$ cat src/rtl/ah_div_pipe_arbiter.sv
// ---------------------------------------------------------------------------
// ah_div_pipe_arbiter
//
// Shares one pipelined signed divider among NREQ requesters. One request is
// granted per cycle in round-robin order, its operands are registered onto
// the divider inputs, and the requester index rides a tag pipeline matched to
// the divider latency. Each returning quotient is steered back to its
// originating requester as a one-cycle resp_valid pulse.
//
// Configuration macro:
//   AH_DIV_ARB_PRIO0_EN  when defined, requester 0 has absolute priority and
//                        requesters 1..NREQ-1 share round-robin among
//                        themselves; when undefined, plain round-robin.
//
// Ports:
//   clk, rstn                 clock (rising edge), async active-low reset
//   enable                    1 = new grants allowed
//   req_valid/_dividend/_divisor   per-requester request and packed operands
//   req_ready                 one-hot combinational grant
//   resp_valid/_quotient/_div_by_zero   registered one-hot response pulse
//   div_start/_dividend/_divisor        registered issue to the divider
//   div_data_valid/_quotient/_div_by_zero   result from the divider
//   busy                      work in the issue, tag or response stages
//   tag_error                 sticky divider/tag-pipeline mismatch
// ---------------------------------------------------------------------------
module ah_div_pipe_arbiter #(
    parameter int NREQ    = 4,
    parameter int WIDTH   = 8,
    parameter int LATENCY = 11,
    parameter int TAGW    = $clog2(NREQ)
) (
    input  logic                  clk,
    input  logic                  rstn,
    input  logic                  enable,
    input  logic [NREQ-1:0]       req_valid,
    input  logic [NREQ*WIDTH-1:0] req_dividend,
    input  logic [NREQ*WIDTH-1:0] req_divisor,
    output logic [NREQ-1:0]       req_ready,
    output logic [NREQ-1:0]       resp_valid,
    output logic [WIDTH-1:0]      resp_quotient,
    output logic                  resp_div_by_zero,
    output logic                  div_start,
    output logic [WIDTH-1:0]      div_dividend,
    output logic [WIDTH-1:0]      div_divisor,
    input  logic                  div_data_valid,
    input  logic [WIDTH-1:0]      div_quotient,
    input  logic                  div_div_by_zero,
    output logic                  busy,
    output logic                  tag_error
);

    localparam int CNTW = $clog2(LATENCY + 1);

    // ------------------------------------------------------------------
    // State
    // ------------------------------------------------------------------
    logic [TAGW-1:0]                ptr_q,        ptr_d;
    logic                           start_q,      start_d;
    logic [WIDTH-1:0]               dividend_q,   dividend_d;
    logic [WIDTH-1:0]               divisor_q,    divisor_d;
    logic [TAGW-1:0]                issue_tag_q,  issue_tag_d;
    logic [LATENCY-1:0]             tag_v_q,      tag_v_d;
    logic [LATENCY-1:0][TAGW-1:0]   tag_id_q,     tag_id_d;
    logic [CNTW-1:0]                ignore_q,     ignore_d;
    logic                           tag_err_q,    tag_err_d;
    logic [NREQ-1:0]                resp_valid_q, resp_valid_d;
    logic [WIDTH-1:0]               resp_quot_q,  resp_quot_d;
    logic                           resp_dz_q,    resp_dz_d;

    // ------------------------------------------------------------------
    // Grant: first valid requester searching upward from ptr+1, wrapping.
    // ------------------------------------------------------------------
    logic [NREQ-1:0]  grant;
    logic [TAGW-1:0]  grant_idx;
    logic             handshake;
    logic [WIDTH-1:0] sel_dividend;
    logic [WIDTH-1:0] sel_divisor;

    // NOTE: every signal written in an always_comb gets a default at the top
    // of the block, so no path through it can leave a value held (latch).
    always_comb begin : arbiter
        int              pos;
        logic [TAGW-1:0] cand;
        logic            eligible;
        logic            found;
        grant     = '0;
        grant_idx = '0;
        found     = 1'b0;
        pos       = 0;
        cand      = '0;
        eligible  = 1'b0;
`ifdef AH_DIV_ARB_PRIO0_EN
        // Requester 0 wins outright; the rotating search below skips it.
        if (enable && req_valid[0]) begin
            grant[0] = 1'b1;
            found    = 1'b1;
        end
`endif
        for (int k = 1; k <= NREQ; k++) begin
            pos = int'(ptr_q) + k;
            if (pos >= NREQ) begin
                pos = pos - NREQ;
            end
            cand = TAGW'(pos);
`ifdef AH_DIV_ARB_PRIO0_EN
            eligible = (cand != '0);
`else
            eligible = 1'b1;
`endif
            if (!found && enable && eligible && req_valid[cand]) begin
                grant[cand] = 1'b1;
                grant_idx   = cand;
                found       = 1'b1;
            end
        end
    end

    // Operand select from the one-hot grant.
    always_comb begin : operand_mux
        sel_dividend = '0;
        sel_divisor  = '0;
        for (int i = 0; i < NREQ; i++) begin
            if (grant[i]) begin
                sel_dividend = req_dividend[i*WIDTH +: WIDTH];
                sel_divisor  = req_divisor[i*WIDTH +: WIDTH];
            end
        end
    end

    // Grants are suppressed while reset is held so every output reads 0.
    assign req_ready = grant & {NREQ{rstn}};
    assign handshake = |req_ready;

    // ------------------------------------------------------------------
    // Next-state logic
    // ------------------------------------------------------------------
    logic            head_v;
    logic [TAGW-1:0] head_tag;

    assign head_v   = tag_v_q[LATENCY-1];
    assign head_tag = tag_id_q[LATENCY-1];

    always_comb begin : next_state
        // Pointer follows the granted index.
        ptr_d = ptr_q;
`ifdef AH_DIV_ARB_PRIO0_EN
        // A requester-0 grant leaves the round-robin position untouched.
        if (handshake && (grant_idx != '0)) begin
            ptr_d = grant_idx;
        end
`else
        if (handshake) begin
            ptr_d = grant_idx;
        end
`endif

        // Issue stage: operands hold when nothing is granted.
        start_d     = handshake;
        dividend_d  = handshake ? sel_dividend : dividend_q;
        divisor_d   = handshake ? sel_divisor  : divisor_q;
        issue_tag_d = handshake ? grant_idx    : issue_tag_q;

        // Tag pipeline enters with div_start; its last stage lines up with
        // the cycle the divider raises div_data_valid for that operation.
        tag_v_d  = {tag_v_q[LATENCY-2:0], start_q};
        tag_id_d = {tag_id_q[LATENCY-2:0], issue_tag_q};

        // Post-reset ignore window counts down to zero and stays there.
        ignore_d = (ignore_q != '0) ? (ignore_q - CNTW'(1)) : ignore_q;

        tag_err_d = tag_err_q;
        if ((ignore_q == '0) && (div_data_valid != head_v)) begin
            tag_err_d = 1'b1;
        end

        // A result with no matching tag is dropped (only tag_error reports it).
        resp_valid_d = '0;
        resp_quot_d  = resp_quot_q;
        resp_dz_d    = resp_dz_q;
        if (div_data_valid && head_v) begin
            resp_valid_d = NREQ'(1) << head_tag;
            resp_quot_d  = div_quotient;
            resp_dz_d    = div_div_by_zero;
        end
    end

    // ------------------------------------------------------------------
    // Registers
    // ------------------------------------------------------------------
    // NOTE: state is updated with non-blocking assignments so every register
    // samples pre-edge values regardless of statement order.
    always_ff @(posedge clk or negedge rstn) begin
        if (!rstn) begin
            ptr_q        <= TAGW'(NREQ - 1);
            start_q      <= 1'b0;
            dividend_q   <= '0;
            divisor_q    <= '0;
            issue_tag_q  <= '0;
            // NOTE: the tag pipeline is a shift register, not a RAM, and is
            // reset in full: its valid bits decide whether a result is routed
            // and must discard in-flight work on reset.
            tag_v_q      <= '0;
            tag_id_q     <= '0;
            ignore_q     <= CNTW'(LATENCY);
            tag_err_q    <= 1'b0;
            resp_valid_q <= '0;
            resp_quot_q  <= '0;
            resp_dz_q    <= 1'b0;
        end else begin
            ptr_q        <= ptr_d;
            start_q      <= start_d;
            dividend_q   <= dividend_d;
            divisor_q    <= divisor_d;
            issue_tag_q  <= issue_tag_d;
            tag_v_q      <= tag_v_d;
            tag_id_q     <= tag_id_d;
            ignore_q     <= ignore_d;
            tag_err_q    <= tag_err_d;
            resp_valid_q <= resp_valid_d;
            resp_quot_q  <= resp_quot_d;
            resp_dz_q    <= resp_dz_d;
        end
    end

    // ------------------------------------------------------------------
    // Outputs
    // ------------------------------------------------------------------
    assign div_start        = start_q;
    assign div_dividend     = dividend_q;
    assign div_divisor      = divisor_q;
    assign resp_valid       = resp_valid_q;
    assign resp_quotient    = resp_quot_q;
    assign resp_div_by_zero = resp_dz_q;
    assign tag_error        = tag_err_q;
    assign busy             = start_q | (|tag_v_q) | (|resp_valid_q);

endmodule

$ cat config.mk
export PLATFORM = sky130hd
export DESIGN_NAME = ah_div_pipe_arbiter
export DESIGN_NICKNAME = d
export VERILOG_FILES = /design/src/rtl/ah_div_pipe_arbiter.sv
export SDC_FILE = /design/constraint.sdc
export NUM_CORES = 1
export LEC_CHECK = 0
export ABC_AREA = 1
export CORE_MARGIN = 2
export CORE_UTILIZATION = 46
export CTS_CLUSTER_DIAMETER = 100
export DETAILED_ROUTE_END_ITERATION = 8
export HOLD_SLACK_MARGIN = 0.15
export PLACE_DENSITY = 0.88
export SETUP_SLACK_MARGIN = 0.2
export SLEW_MARGIN = 40
export SYNTH_ARGS = -nofsm -noshare
export SYNTH_HDL_FRONTEND = slang
export SYNTH_SLANG_ARGS = --single-unit
$ cat constraint.sdc
create_clock -name clk -period 3 [get_ports clk]
set_clock_uncertainty 0.05 [all_clocks]
set_input_delay 0.45 -clock clk [delete_from_list [all_inputs] [get_ports clk]]
set_output_delay 0.45 -clock clk [all_outputs]
set_load 0.02 [all_outputs]
==> results of run 1 <==
==> cell usage in the layout (no fill, tap or decap), types with 2 or more instances in the layout <==
master           count
nor3_1              21
nand4_1              5
ha_1                 8
dfrtp_1             67
nor2_2               8
nand3_1             26
clkbuf_8             9
clkinv_4             2
nand3_4              3
dfstp_2              5
nand2_2              4
nor4_1               4
o21ai_0              4
buf_4               17
inv_6                3
nor2_1              30
nand3_2              7
a21oi_1             41
nand2_4              4
clkinv_1             3
clkdlybuf4s50_1    111
nand2_1             94
inv_2                6
a21oi_2             10
nor2_4               2
inv_1               47
nor2_8               2
==> kinds of logic (layout without fill, tap and decap cells) <==
family | after synthesis | in the layout | synth area share (%)
AND/OR/NAND/NOR | 209 | 210 | 28.3
adder cells (fa/ha/maj) | 9 | 9 | 3.16
AO/OA/AOI/OAI | 58 | 58 | 9.42
XOR/XNOR | 1 | 1 | 0.246
buffers and inverters | 71 | 204 | 8.12
flip-flops | 72 | 72 | 50.8
==> path summary, 6_finish.rpt <==
| kind | from | end | slack (ns) | depth (start not counted) |
|---|---|---|---|---|
| min | rstn | resp_valid[3] | 0.23 | 2 |
| max reg2reg | ptr_q[1] | div_divisor[4] | 0.40 | 16 |
| min in group clk | tag_id_d[15] | tag_id_d[17] | 0.29 | 0 |
| max in group asynchronous | rstn | div_dividend[0] | 2.26 | 2 |
| min reg2reg | tag_id_d[15] | tag_id_d[17] | 0.29 | 0 |
| max | ptr_q[1] | req_ready[2] | 0.29 | 12 |
==> critical path: cells and delay by family, from the launching register on <==
family,cells,cell delay [ns]
AND/OR/NAND/NOR,7,0.73
buffers and inverters,4,0.35
flip-flops,1,0.54
adder cells (fa/ha/maj),1,0.26
==> per-layer routing <==
metal	part of all wire, %	GRT usage, %	up-vias
met4	2.0	7.71	0
li1	-	-	1616
met3	5.9	5.67	16
met1	43	27.9	1511
met2	49	36.0	125
met5	0	0	-
==> stage by stage <==
| step | util [%] | hold slack (ns) | instance area (sq um) | setup slack, ns |
|---|---|---|---|---|
| floorplan | - | 0.104 | 3560 | 0.466 |
| global placement | 63.7 | 0.283 | 4850 | 0.115 |
| detailed placement | 63.7 | 0.286 | 4850 | 0.0403 |
| CTS | 66.4 | 0.300 | 5050 | 0.260 |
| global route | 67.7 | 0.278 | 5150 | 0.128 |
| finish | 67.7 | 0.229 | 5150 | 0.290 |
==> area by class of cell <==
| type | count | share of cell area, % |
|---|---|---|
| Multi-Input combinational cell | 278 | 29.7 |
| Inverter | 58 | 4.35 |
| Clock inverter | 7 | 1.53 |
| Timing Repair Buffer | 130 | 24.4 |
| Tap cell | 102 | 2.48 |
| Clock buffer | 9 | 2.41 |
| Sequential cell | 72 | 35.1 |
==> sequential cells by signal, indices dropped and copies added (netlist names), 4 cells and up <==
register	cells
tag_id_d	20
tag_v_q	11
div_dividend	8
div_divisor	8
resp_quotient	8
ignore_q	4
resp_valid	4
==> where the power goes <==
group	internal, mW	leakage [nW]	switching, mW	total [mW]
combinational	1.06	1.55	1.58	2.64
sequential	1.32	0.902	0.168	1.49
clock	0.394	0.105	0.374	0.768
total	2.78	2.56	2.12	4.90
==> what timing repair did <==
action                                  CTS  global route
gates resized for setup                  19            13
gates cloned                              0             1
setup buffers                             0             4
hold buffers                              0             0
pin swaps                                 0             3
endpoints found under the setup margin    4            12
==> results.tsv, run 1 <==
metric	value	unit
synth warn	0	
max_cap viols	0	
Worst VDD drop	0.000458	V
Worst-path clk slew	0.08	ns
Total Power	4.90	mW
top-area cell type share of the netlist area	47.1	%
Clock Sinks	72	
Routed WL	8930	um
total gr overflow	0	
Starting Density	46.8	%
cts bufs inserted	9	
ys async rst share	100	%
worst hold-check path type	primary input to async pin	
vias in the first global route	3085	
nets@finish	639	
clock buffer depth	2	
post-route DRC violation count	0	
largest net degree at the start of global routing	73	
Commonest cells post-synth	nand2_1 (94), dfrtp_1 (67), inv_1 (50), a21oi_1 (41), nor2_1 (31)	
hpwl dp	6690	um
antenna violations before repair	0	
final hold vios	0	
DR iter-0 viols	135	
IO buf count	116	
crit-path most repeated cell	nand2_4	
Die H	92.0	um
Yosys top cell by area	dfrtp_1	
most frequent cell after synthesis	nand2_1	
sequential cell area	0.00181	sq mm
Multi-input gate area	0.00153	sq mm
distinct cell type count after synthesis	28	
via count	3268	
CP Class	flop to output port	
main area contributors after synthesis	dfrtp_1 (47%), nand2_1 (9.9%), a21oi_1 (5.8%)	
drt pass-1 iters	4	
Setup crit end kind	output port	
unrepaired setup endpoints after global routing	yes	
ratio of cells with drive above 1 in the final layout	16.2	%
core area	0.00761	sq mm
fillers	611	
die area	0.00846	sq mm
Static Leak	2.56	nW
Post-Synthesis Cell Area	0.00356	sq mm
main flop type after synthesis	dfrtp_1	
syn_area_per_cell	8.48	sq um
n_diodes	0	
slew margin rel.	59.6	%
Mapped Cells	420	
number of synthesized register bits	72	
first-pass GRT wire length	14400	um
non-filler cells, final	656	
CP max-delay cell	dfstp_2	
pwr/cell area	951	mW/mm^2
CP required	2.50	ns
drt wl/cell	13.6	um
die span in x	92.0	um
Vias/cell	4.98	
Setup TNS	0	ns
row cnt	32	
post-route ant nets	0	
H-tree levels	3	
post-synth net total	510	
final worst path period share	90.3	%
share of the yosys chip area belonging to registers	50.8	%
Worst-Margin Slew	0.607	ns
Post-synth EDFFs	0	
crit path time final	2.71	ns
I/O pin total	117	
area grow syn2layout	44.6	%
run status	finished clean	
GP Congestion	0.848	
overall global routing resource usage	21.8	%
Slew Limit Fails	0	
f_max	369	MHz
top fanout value on the critical path	5	
# setup viols final	0	
Worst Path Arrival	2.21	ns
max incr delay on CP	0.54	ns
placed insts	635	
crit-path cells	inv_2 -> ha_4 -> inv_4 -> nand3_4 -> nand2_4 -> nand2_4 -> nor2_4 -> nand3_1 -> nand3_2 -> nand2_1 -> inv_1 -> buf_2	
Worst-Skew Late Latency	0.34	ns
Root Driver	clkbuf_8	
TritonCTS clock tree	done	
crit start category	flop	
Note: power is estimated with default switching activity, not from simulation.
==> run 2: changes to the inputs <==
--- a/config.mk
+++ b/config.mk
@@ -17,3 +17,4 @@
 export SYNTH_ARGS = -nofsm -noshare
 export SYNTH_HDL_FRONTEND = slang
 export SYNTH_SLANG_ARGS = --single-unit
+export TNS_END_PERCENT = 50
==> run 2 against run 1 <==
Net effect:
- first-iteration DRC count down 6.7%
- cell count down 0.15%
- core utilization down 0.30 points
- power down 0.34%
- non-clock buffer count down 1
- critical path type unchanged
==> results.tsv, run 2 (synthesized netlist as in run 1, its figures left out) <==
metric	value	unit	change
run status	finished clean		
row cnt	32		unchanged
internal power	2.77	mW	-0.38%
CP max-delay cell	dfstp_2		
die area	0.00846	sq mm	unchanged
max incr delay on CP	0.54	ns	about the same
drt pass-1 iters	4		unchanged
Routed WL	8940	um	+0.17%
Worst-path clk slew	0.08	ns	about the same
via count	3251		-0.52%
antenna violations before repair	0		unchanged
Vias/cell	4.96		-0.37%
Worst-Skew Late Latency	0.35	ns	about the same
worst setup margin	0.302	ns	+0.0113 ns
max_cap viols	0		unchanged
# setup viols final	0		unchanged
R2R Setup Slk	0.41	ns	about the same
post-route DRC violation count	0		unchanged
total net switching power	2.11	mW	-0.29%
reg2reg start	ptr_q[1]		
Root Driver	clkbuf_8		
vias in the first global route	3091		+0.19%
Clk network pwr share	15.8	%	about the same
I/O pin total	117		unchanged
drt wl/cell	13.7	um	+0.32%
Sw Share	43.3	%	about the same
Setup crit end kind	output port		
area grow syn2layout	44.0	%	
Worst VDD drop	0.000441	V	-3.7%
sequential power share	30.6	%	about the same
max reg flops	20		unchanged
n_diodes	0		unchanged
TritonCTS clock tree	done		
Worst Path Arrival	2.20	ns	about the same
nets@finish	638		-0.16%
largest net degree at the start of global routing	73		unchanged
clock buffer depth	2		unchanged
ratio of cells with drive above 1 in the final layout	15.9	%	-0.33 points
total gr overflow	0		unchanged
crit path time final	2.70	ns	-0.0113 ns
first-pass GRT wire length	14500	um	about the same
H-tree levels	3		unchanged
crit-path cells	inv_2 -> ha_4 -> inv_4 -> nand3_4 -> nand2_4 -> nand2_4 -> nor2_8 -> nand3_1 -> nand3_2 -> nand2_2 -> inv_1 -> buf_2		
Static Leak	2.55	nW	-0.26%
slew margin rel.	59.6	%	about the same
final worst path period share	89.9	%	-0.38 points
pwr/cell area	952	mW/mm^2	about the same
core area	0.00761	sq mm	unchanged
worst hold-check path type	primary input to async pin		
commonest cells after routing, fill and taps aside	clkdlybuf4s50_1 (111), nand2_1 (94), dfrtp_1 (67), inv_1 (47), a21oi_1 (41)		
unrepaired setup endpoints after global routing	yes		
Worst-Margin Slew	0.606	ns	-0.000205 ns
DR iter-0 viols	126		-6.7%
IO buf count	116		unchanged
final hold vios	0		unchanged
Slew Limit Fails	0		unchanged
cts bufs inserted	9		unchanged
die span in x	92.0	um	unchanged
post-route ant nets	0		unchanged
combinational share of power	53.7	%	-0.2 points
f_max	371	MHz	+0.42%
crit start category	flop		
crit-path most repeated cell	nand2_4		
CP Class	flop to output port		
hpwl dp	6690	um	unchanged
CP required	2.50	ns	about the same
Starting Density	46.8	%	unchanged
Setup TNS	0	ns	unchanged
overall global routing resource usage	21.8	%	about the same
Clock Sinks	72		unchanged
GP Congestion	0.848		unchanged
reg2reg end	div_divisor[4]		
Die H	92.0	um	unchanged
most common cell after layout, fill and taps aside	clkdlybuf4s50_1		
top fanout value on the critical path	5		unchanged
pre-CTS setup slack	0.0403	ns	unchanged
FF-to-FF path depth	16		unchanged
-- run 2: cell count changes in the layout (fill, tap and decap cells not counted) --
cell / change
buf_4: -2
nand3_4: -1
nand3_1: +1
buf_2: +1
-- run 2: critical path, delay by kind of cell, from the launching register on --
kind | cells | cell delay [ns]
DFF | 1 | 0.54
adders and majority gates | 1 | 0.26
buffers and inverters | 4 | 0.34
and+or+nand+nor | 7 | 0.71
-- run 2: per-layer routing --
| metal | global-route usage, % | vias to the layer above | routed length [um] |
|---|---|---|---|
| li1 | - | 1611 | - |
| met1 | 27.9 | 1502 | 3840 |
| met2 | 36.0 | 120 | 4340 |
| met3 | 5.67 | 18 | 548 |
| met4 | 7.71 | 0 | 206 |
| met5 | 0 | - | 0 |
-- run 2: per-stage QoR --
step | area (sq um) | std cells | total power, mW | hold slack, ns | utilization, %
detailed placement | 4850 | 635 | 4.02 | 0.286 | 63.7
CTS | 5060 | 651 | 4.82 | 0.300 | 66.5
global placement | 4850 | 635 | 3.94 | 0.283 | 63.7
floorplan | 3560 | 420 | 3.12 | 0.104 | -
finish | 5130 | 655 | 4.88 | 0.231 | 67.4
global route | 5130 | 655 | 5.22 | 0.278 | 67.4
-- run 2: what timing repair did --
action,CTS,global route
hold buffers,0,0
setup endpoints to repair,4,12
buffers inserted,0,3
gates resized for setup,17,12
gates cloned,0,1
pin swaps,0,5
-- run 2: power by group through the flow --
stage / Clock (mW) / Combinational, mW / Sequential (mW)
floorplan: 0 / 1.42 / 1.71
global placement: 0 / 2.45 / 1.49
detailed placement: 0 / 2.50 / 1.51
CTS: 0.788 / 2.53 / 1.50
global route: 0.834 / 2.85 / 1.53
finish: 0.769 / 2.62 / 1.49
-- run 2: area by class of cell --
| cell class | count | area [sq um] |
|---|---|---|
| multi-input combinational | 278 | 1520 |
| clock inverter | 7 | 78.8 |
| timing repair buffer | 129 | 1240 |
| clock buffer | 9 | 124 |
| sequential | 72 | 1810 |
| fill | 614 | 2480 |
| inverter | 58 | 224 |
| tap | 102 | 128 |
-- run 2: how the worst max path moves through the flow --
stage	slack [ns]	startpoint	to
global placement	0.11	ptr_q[0]	req_ready[2]
global route	0.14	ptr_q[1]	req_ready[2]
finish	0.30	ptr_q[1]	req_ready[3]
floorplan	0.47	ptr_q[1]	req_ready[3]
CTS	0.18	ptr_q[1]	req_ready[3]
detailed placement	0.04	ptr_q[0]	req_ready[2]
==> run 3: changes to the inputs <==
--- a/config.mk
+++ b/config.mk
@@ -9,10 +9,12 @@
 export CORE_MARGIN = 2
 export CORE_UTILIZATION = 46
 export CTS_CLUSTER_DIAMETER = 100
+export CTS_CLUSTER_SIZE = 14
 export DETAILED_ROUTE_END_ITERATION = 8
 export HOLD_SLACK_MARGIN = 0.15
 export PLACE_DENSITY = 0.88
 export SETUP_SLACK_MARGIN = 0.2
+export SKIP_LAST_GASP = 1
 export SLEW_MARGIN = 40
 export SYNTH_ARGS = -nofsm -noshare
 export SYNTH_HDL_FRONTEND = slang
==> results of run 3 <==
The final DEF is identical to that of run 2; final timing and power are the same.
